<file path="config.mk">
export PLATFORM = sky130hd
export DESIGN_NAME = reg_writeback_arbiter
export DESIGN_NICKNAME = d
export VERILOG_FILES = /design/src/rtl/reg_wb_pkg.sv /design/src/rtl/wb_load_fifo.sv /design/src/rtl/reg_writeback_arbiter.sv
export SDC_FILE = /design/constraint.sdc
export NUM_CORES = 1
export LEC_CHECK = 0
export ABC_AREA = 1
export ABC_CLOCK_PERIOD_IN_PS = 5200
export CAP_MARGIN = 0
export CORE_ASPECT_RATIO = 1.75
export CORE_UTILIZATION = 50
export CTS_BUF_LIST = sky130_fd_sc_hd__clkbuf_8
export DETAILED_ROUTE_END_ITERATION = 7
export PLACE_DENSITY = 0.77
export SLEW_MARGIN = 10
export SYNTH_ARGS = -nofsm -noshare
export SYNTH_HDL_FRONTEND = slang
export SYNTH_HIERARCHICAL = 1
export SYNTH_SLANG_ARGS = --single-unit
export TNS_END_PERCENT = 5
</file>
<file path="constraint.sdc">
create_clock -name clk -period 5.2 [get_ports clk]
set_clock_uncertainty 0.05 [all_clocks]
set_input_delay 1.56 -clock clk [delete_from_list [all_inputs] [get_ports clk]]
set_output_delay 1.56 -clock clk [all_outputs]
set_load 0.02 [all_outputs]
</file>
<file path="src/rtl/reg_wb_pkg.sv">
// Shared types and helpers for the register-file write-back path.
package reg_wb_pkg;

    localparam int XLEN  = 32;
    localparam int REGW  = 5;
    localparam int NREGS = 1 << REGW;

    // One pending register-file write: destination, value, and whether it came from a load.
    typedef struct packed {
        logic [REGW-1:0] rd;
        logic [XLEN-1:0] data;
        logic            is_load;
    } wb_req_t;

    // x0 is hard-wired to zero; writes to it are consumed but never committed.
    function automatic logic is_x0(input logic [REGW-1:0] rd);
        return (rd == '0);
    endfunction

endpackage

</file>
<file path="src/rtl/wb_load_fifo.sv">
// Small synchronous FIFO that holds load returns until they win the write port.
// Pushes while full and pops while empty are ignored.
module wb_load_fifo
    import reg_wb_pkg::*;
#(
    parameter int DEPTH = 2
) (
    input  logic                    clk,
    input  logic                    rst,
    input  logic                    push,
    input  wb_req_t                 push_req,
    input  logic                    pop,
    output wb_req_t                 head,
    output logic [$clog2(DEPTH):0]  count,
    output logic                    full,
    output logic                    empty
);

    localparam int PTR_W = $clog2(DEPTH);
    localparam int CNT_W = PTR_W + 1;

    wb_req_t          mem [DEPTH];
    logic [PTR_W-1:0] wr_ptr;
    logic [PTR_W-1:0] rd_ptr;
    logic [CNT_W-1:0] cnt;
    logic             do_push;
    logic             do_pop;

    assign full    = (cnt == CNT_W'(DEPTH));
    assign empty   = (cnt == '0);
    assign count   = cnt;
    assign head    = mem[rd_ptr];
    assign do_push = push && !full;
    assign do_pop  = pop && !empty;

    // Pointers and occupancy; DEPTH is a power of two so pointers wrap naturally.
    always_ff @(posedge clk) begin
        if (rst) begin
            wr_ptr <= '0;
            rd_ptr <= '0;
            cnt    <= '0;
        end else begin
            if (do_push) wr_ptr <= wr_ptr + PTR_W'(1);
            if (do_pop)  rd_ptr <= rd_ptr + PTR_W'(1);
            case ({do_push, do_pop})
                2'b10:   cnt <= cnt + CNT_W'(1);
                2'b01:   cnt <= cnt - CNT_W'(1);
                default: cnt <= cnt;
            endcase
        end
    end

    // Entry storage carries data only, so it is left out of reset.
    always_ff @(posedge clk) begin
        if (do_push) mem[wr_ptr] <= push_req;
    end

endmodule

</file>
<file path="src/rtl/reg_writeback_arbiter.sv">
// Write-port owner for the 32x32 register file: picks one of ALU result or
// buffered load return per cycle, registers it onto A3/WD3/WE3, and tracks
// loads in flight so decode can see RAW hazards on rs1/rs2.
module reg_writeback_arbiter
    import reg_wb_pkg::*;
#(
    parameter int XLEN     = reg_wb_pkg::XLEN,
    parameter int REGW     = reg_wb_pkg::REGW,
    parameter int LQ_DEPTH = 2
) (
    input  logic                        clk,
    input  logic                        rst,
    input  logic                        alu_valid,
    input  logic [REGW-1:0]             alu_rd,
    input  logic [XLEN-1:0]             alu_data,
    output logic                        alu_ready,
    input  logic                        ld_issue,
    input  logic [REGW-1:0]             ld_issue_rd,
    input  logic                        ld_valid,
    input  logic [REGW-1:0]             ld_rd,
    input  logic [XLEN-1:0]             ld_data,
    output logic                        ld_ready,
    input  logic [REGW-1:0]             rs1_addr,
    input  logic [REGW-1:0]             rs2_addr,
    output logic                        rs1_busy,
    output logic                        rs2_busy,
    output logic [REGW-1:0]             rf_a3,
    output logic [XLEN-1:0]             rf_wd3,
    output logic                        rf_we3,
    output logic [$clog2(LQ_DEPTH):0]   lq_count
);

    localparam int NUM_REGS = 1 << REGW;

    wb_req_t             ld_req;
    wb_req_t             head;
    wb_req_t             win;
    logic                full;
    logic                empty;
    logic                pop;
    logic                alu_take;
    logic                win_vld;
    logic                win_wr;

    logic                vld_p1;
    logic                is_load_p1;
    logic [REGW-1:0]     a3_p1;
    logic [XLEN-1:0]     wd3_p1;
    logic [NUM_REGS-1:0] busy;

    assign ld_req = '{rd: ld_rd, data: ld_data, is_load: 1'b1};

    wb_load_fifo #(
        .DEPTH (LQ_DEPTH)
    ) u_lq (
        .clk      (clk),
        .rst      (rst),
        .push     (ld_valid),
        .push_req (ld_req),
        .pop      (pop),
        .head     (head),
        .count    (lq_count),
        .full     (full),
        .empty    (empty)
    );

    // Readiness comes from registered occupancy only; a same-cycle pop never frees a slot early.
    assign ld_ready  = !full;
    assign alu_ready = !full;

    // Arbitration: a full queue drains first, otherwise ALU, otherwise any queued load.
    always_comb begin
        pop      = full || (!alu_valid && !empty);
        alu_take = alu_valid && !full;
        win_vld  = pop || alu_take;
        win      = pop ? head : '{rd: alu_rd, data: alu_data, is_load: 1'b0};
        win_wr   = win_vld && !is_x0(win.rd);
    end

    // ---- stage p1: registered write port ----
    // Winner lands on the register-file port at the edge; x0 winners are consumed silently.
    always_ff @(posedge clk) begin
        if (rst) begin
            vld_p1     <= 1'b0;
            is_load_p1 <= 1'b0;
            a3_p1      <= '0;
            wd3_p1     <= '0;
        end else begin
            vld_p1 <= win_wr;
            if (win_wr) begin
                a3_p1      <= win.rd;
                wd3_p1     <= win.data;
                is_load_p1 <= win.is_load;
            end
        end
    end

    assign rf_we3 = vld_p1;
    assign rf_a3  = a3_p1;
    assign rf_wd3 = wd3_p1;

    // Pending-load scoreboard: cleared when the load's write commits, set on issue; set is last so it wins.
    always_ff @(posedge clk) begin
        if (rst) begin
            busy <= '0;
        end else begin
            if (vld_p1 && is_load_p1) busy[a3_p1] <= 1'b0;
            if (ld_issue && !is_x0(ld_issue_rd)) busy[ld_issue_rd] <= 1'b1;
        end
    end

    // Hazard view for decode; the in-flight write counts as busy because the file commits on the edge.
    always_comb begin
        rs1_busy = !is_x0(rs1_addr) && (busy[rs1_addr] || (vld_p1 && (a3_p1 == rs1_addr)));
        rs2_busy = !is_x0(rs2_addr) && (busy[rs2_addr] || (vld_p1 && (a3_p1 == rs2_addr)));
    end

    a_issue_not_busy: assert property (@(posedge clk) disable iff (rst)
        (ld_issue && !is_x0(ld_issue_rd)) |->
            (!busy[ld_issue_rd] || (vld_p1 && is_load_p1 && (a3_p1 == ld_issue_rd))))
        else $error("load issued to rd %0d while an earlier load to it is pending", ld_issue_rd);

    a_return_pending: assert property (@(posedge clk) disable iff (rst)
        (ld_valid && ld_ready && !is_x0(ld_rd)) |-> busy[ld_rd])
        else $error("load return to rd %0d with no pending load", ld_rd);

endmodule

</file>
==> impl_results.md <==
* Hold buffer count at CTS at 0
* Final setup violation count at 0
* Drt first pass iters at 6
* R2r setup slk at 2.22 ns
* Adder-Cell Fraction of Synth Area at 0.174%
* Deepest clock path buffer count at 2
* I/O Pins at 138
* Rel. slew slack at between 10% and 20%
* Vias at 6199
* Post-Layout Cell Count at 1166
* Fraction of registers with async set/reset at 0%
* TritonCTS Buffers at 17
* Leading area contributor after synthesis: edfxtp_1
* Clk pwr share at 23.8%
* Area delta synth->final at 27.7%
* Drt drc at 0
* Critical path class: primary input to primary output
* Final Wtd Congestion at around 1
* Total grt overflow at 0
* Fill count at 1186
* Number of synthesized flops with an enable pin at 76
* Sequential share of power at 42.5%
* Vias/cell at 5.32
* Post-Syn Area per Cell at ~8.6 um2
* Synth Flop Type: edfxtp_1
* Sequential element share of the synthesized area at 52.8%
* Synth top cells by count: nand2_1, nor2_1, dfxtp_1, edfxtp_1, inv_1
* Count leader, synth: nand2_1
* Peak VDD IR at approximately 0.3 mV
* Hpwl dp at around 14 mm
* Synth cell types at 29
* Yosys reg bits at 152
* Clock Root Buffer: clkbuf_8
* Xor and xnor area share after synthesis at 0%
* Synth Area in Compound Gates at 9.93%
* Total track usage at 26.9%
* Min cycle time layout at 4.78 ns
* First-pass GRT wire length at 30.7 mm
* Yosys warnings at 6
* Starting Density at just over 50%
* DIE HEIGHT at 161 um
* Final worst-path cycle share at 91.9%
* Setup WS post-layout at 0.423 ns
* Vias in the first global route at 6308
* Post-Synth Simple-Gate Area at 23.7%
* Share of cells above drive strength 1 at 10.5%
* Hold WS at 0.423 ns
* Final WL at slightly below 20 mm
* Net switching power at roughly 1.3 mW
* Status: completed
* P per Cell Area at 402 mW/mm2
* Pint at ~2.4 mW
* DR WL/cell at 16.7 um
* Netlist Area Pre-Place at approximately 0.007 mm2
* Slew @ Worst Pin at 1.26 ns
* Setup crit end kind: primary output
* CP startpoint kind: primary input
* Largest cells by area after synthesis: edfxtp_1, dfxtp_1, nand2_1
* LEAKAGE at ~3.8 nW
* Initial DRC Count at 315
* IO buf count at 137
* Crit path DAT at 3.17 ns
* Die area at 0.0149 mm2
* Finished Core Util at between 60% and 70%
* Yosys top cell area share at 31.7%
* Max Cap Viol at 0
* Largest net degree at the start of global routing at 49
* Mux contribution to synthesized area at 6.98%
* Worst skew pair latency at 0.44 ns
* CP required at roughly 3.6 ns
* RSZ-0062 raised after global routing: false
* Die W at 92.7 um
* Post-route ant nets at 0
* Switch share at 35.9%
* CTS tree: done
* Fmax achieved at 0.209 GHz
* Nets at 1071
* Critical Path Fanout Max at 15
* # placed instances at ~1100
* Final hold violation count at 0
* Comb power frac at between 30% and 40%
* Worst slack, placed at -0.00538 ns
* Post-CTS Setup Repair Bufs at 0
* Reg clk slew, reported paths at 0.08 ns
* Hold Path Class: flip-flop to flip-flop
* Initial antenna violation count at 0
* Clock Sinks at 152
* CTS H-Tree Depth at 4
* Max-slew violations at 0
* Largest family of logic cells by synthesized area: simple AND/OR/NAND/NOR gates
* Cell count after synthesis at 837
* Cell Rows at 57
* Core area at between 0.01 and 0.015 mm2
* # diodes at 0
==> worst paths after layout <==
kind                    start    endpoint  cells past startpoint
hold / removal     is_load_p1  is_load_p1                      2
setup / recovery  rs1_addr[0]    rs1_busy                     13
setup reg to reg    flip-flop  rf_wd3[26]                     10
hold reg to reg    is_load_p1  is_load_p1                      2
==> placed cells by master, fill, tap and decap left out, types with 2 or more instances in the layout <==
cell and count:
nor3_1 13, nand3_1 64, nand3b_1 2, clkbuf_8 17
dfxtp_1 75, clkdlybuf4s50_1 133, nand2_1 234, mux2_2 18
inv_8 4, inv_6 6, buf_12 3, dlymetal6s2s_1 3
o21ai_0 36, a21oi_1 38, mux2_4 20, conb_1 2
inv_1 64, edfxtp_1 76, nand4_1 2, nor2_4 2
nor2_1 98, buf_4 15, o21bai_1 33, inv_2 3
o21ai_1 2, nand2_4 2, clkinv_4 2, o22ai_1 6
clkinvlp_4 2, o211ai_1 3
==> flip-flops by register name, indices dropped and copies added (netlist names), named ones only <==
signal       cells
is_load_p1       1
u_lq/wr_ptr      1
busy            32
u_lq/count       2
rf_a3            5
u_lq/mem        76
rf_we3           1
rf_wd3          32
u_lq/rd_ptr      1
==> cell type report <==
cell class / instances / area, um2 / area share, %
Timing Repair inverter: 1 / 7.51 / 0.0816
Clock buffer: 17 / 234 / 2.54
Timing Repair Buffer: 156 / 1560 / 16.9
Inverter: 68 / 259 / 2.82
Sequential cell: 152 / 3800 / 41.4
Clock inverter: 15 / 155 / 1.69
Multi-Input combinational cell: 580 / 2960 / 32.2
Tap cell: 177 / 221 / 2.41
==> what timing repair did <==
item	4_1_cts	5_1_grt
pin swaps	0	0
cloned	0	1
setup endpoints to repair	1	2
resized for setup	1	6
==> worst max-delay path: stages <==
cell             delay, ns
clkdlybuf4s50_1       0.49
inv_1                 0.08
buf_12                0.15
nand2_1               0.06
nand3_1               0.09
nand3_1               0.10
nand3_1               0.11
nand2_1               0.09
nand2_1               0.05
nand3_1               0.08
nand2_1               0.05
inv_1                 0.04
dlymetal6s2s_1        0.21
==> power by group through the flow <==
stage / sequential (mW) / clock, mW / combinational, mW
finish: 1.57 / 0.881 / 1.25
global route: 1.59 / 0.951 / 1.36
CTS: 1.57 / 0.906 / 1.25
detailed placement: 1.60 / 0 / 1.24
global placement: 1.59 / 0 / 1.23
floorplan: 1.65 / 0 / 0.723
==> cell families (layout without fill, tap and decap cells) <==
logic type,Yosys count,after routing
muxes,38,38
adders and majority gates,1,1
other,1,2
and+or+nand+nor,419,419
DFF,152,152
AOI/OAI and AO/OA,120,120
buffers and inverters,106,257
==> metal layers <==
layer	wire length (um)	part of all wire, %	global-route usage (%)	up-vias
met5	0	0	0	-
met4	1020	5.2	16.1	0
met3	873	4.5	4.78	85
met2	10900	56	50.6	249
met1	6640	34	26.6	2821
li1	-	-	-	3044
==> per-stage QoR <==
step	power [mW]	cell area (um2)	setup TNS, ns
2_1_floorplan	2.37	7210	0
3_3_place_gp	2.83	8790	-0.0772
3_5_place_dp	2.84	8790	-0.00538
4_1_cts	3.73	9180	0
5_1_grt	3.91	9200	0
6_report	3.70	9200	0
No activity file was read; power rests on OpenSTA's default activity.
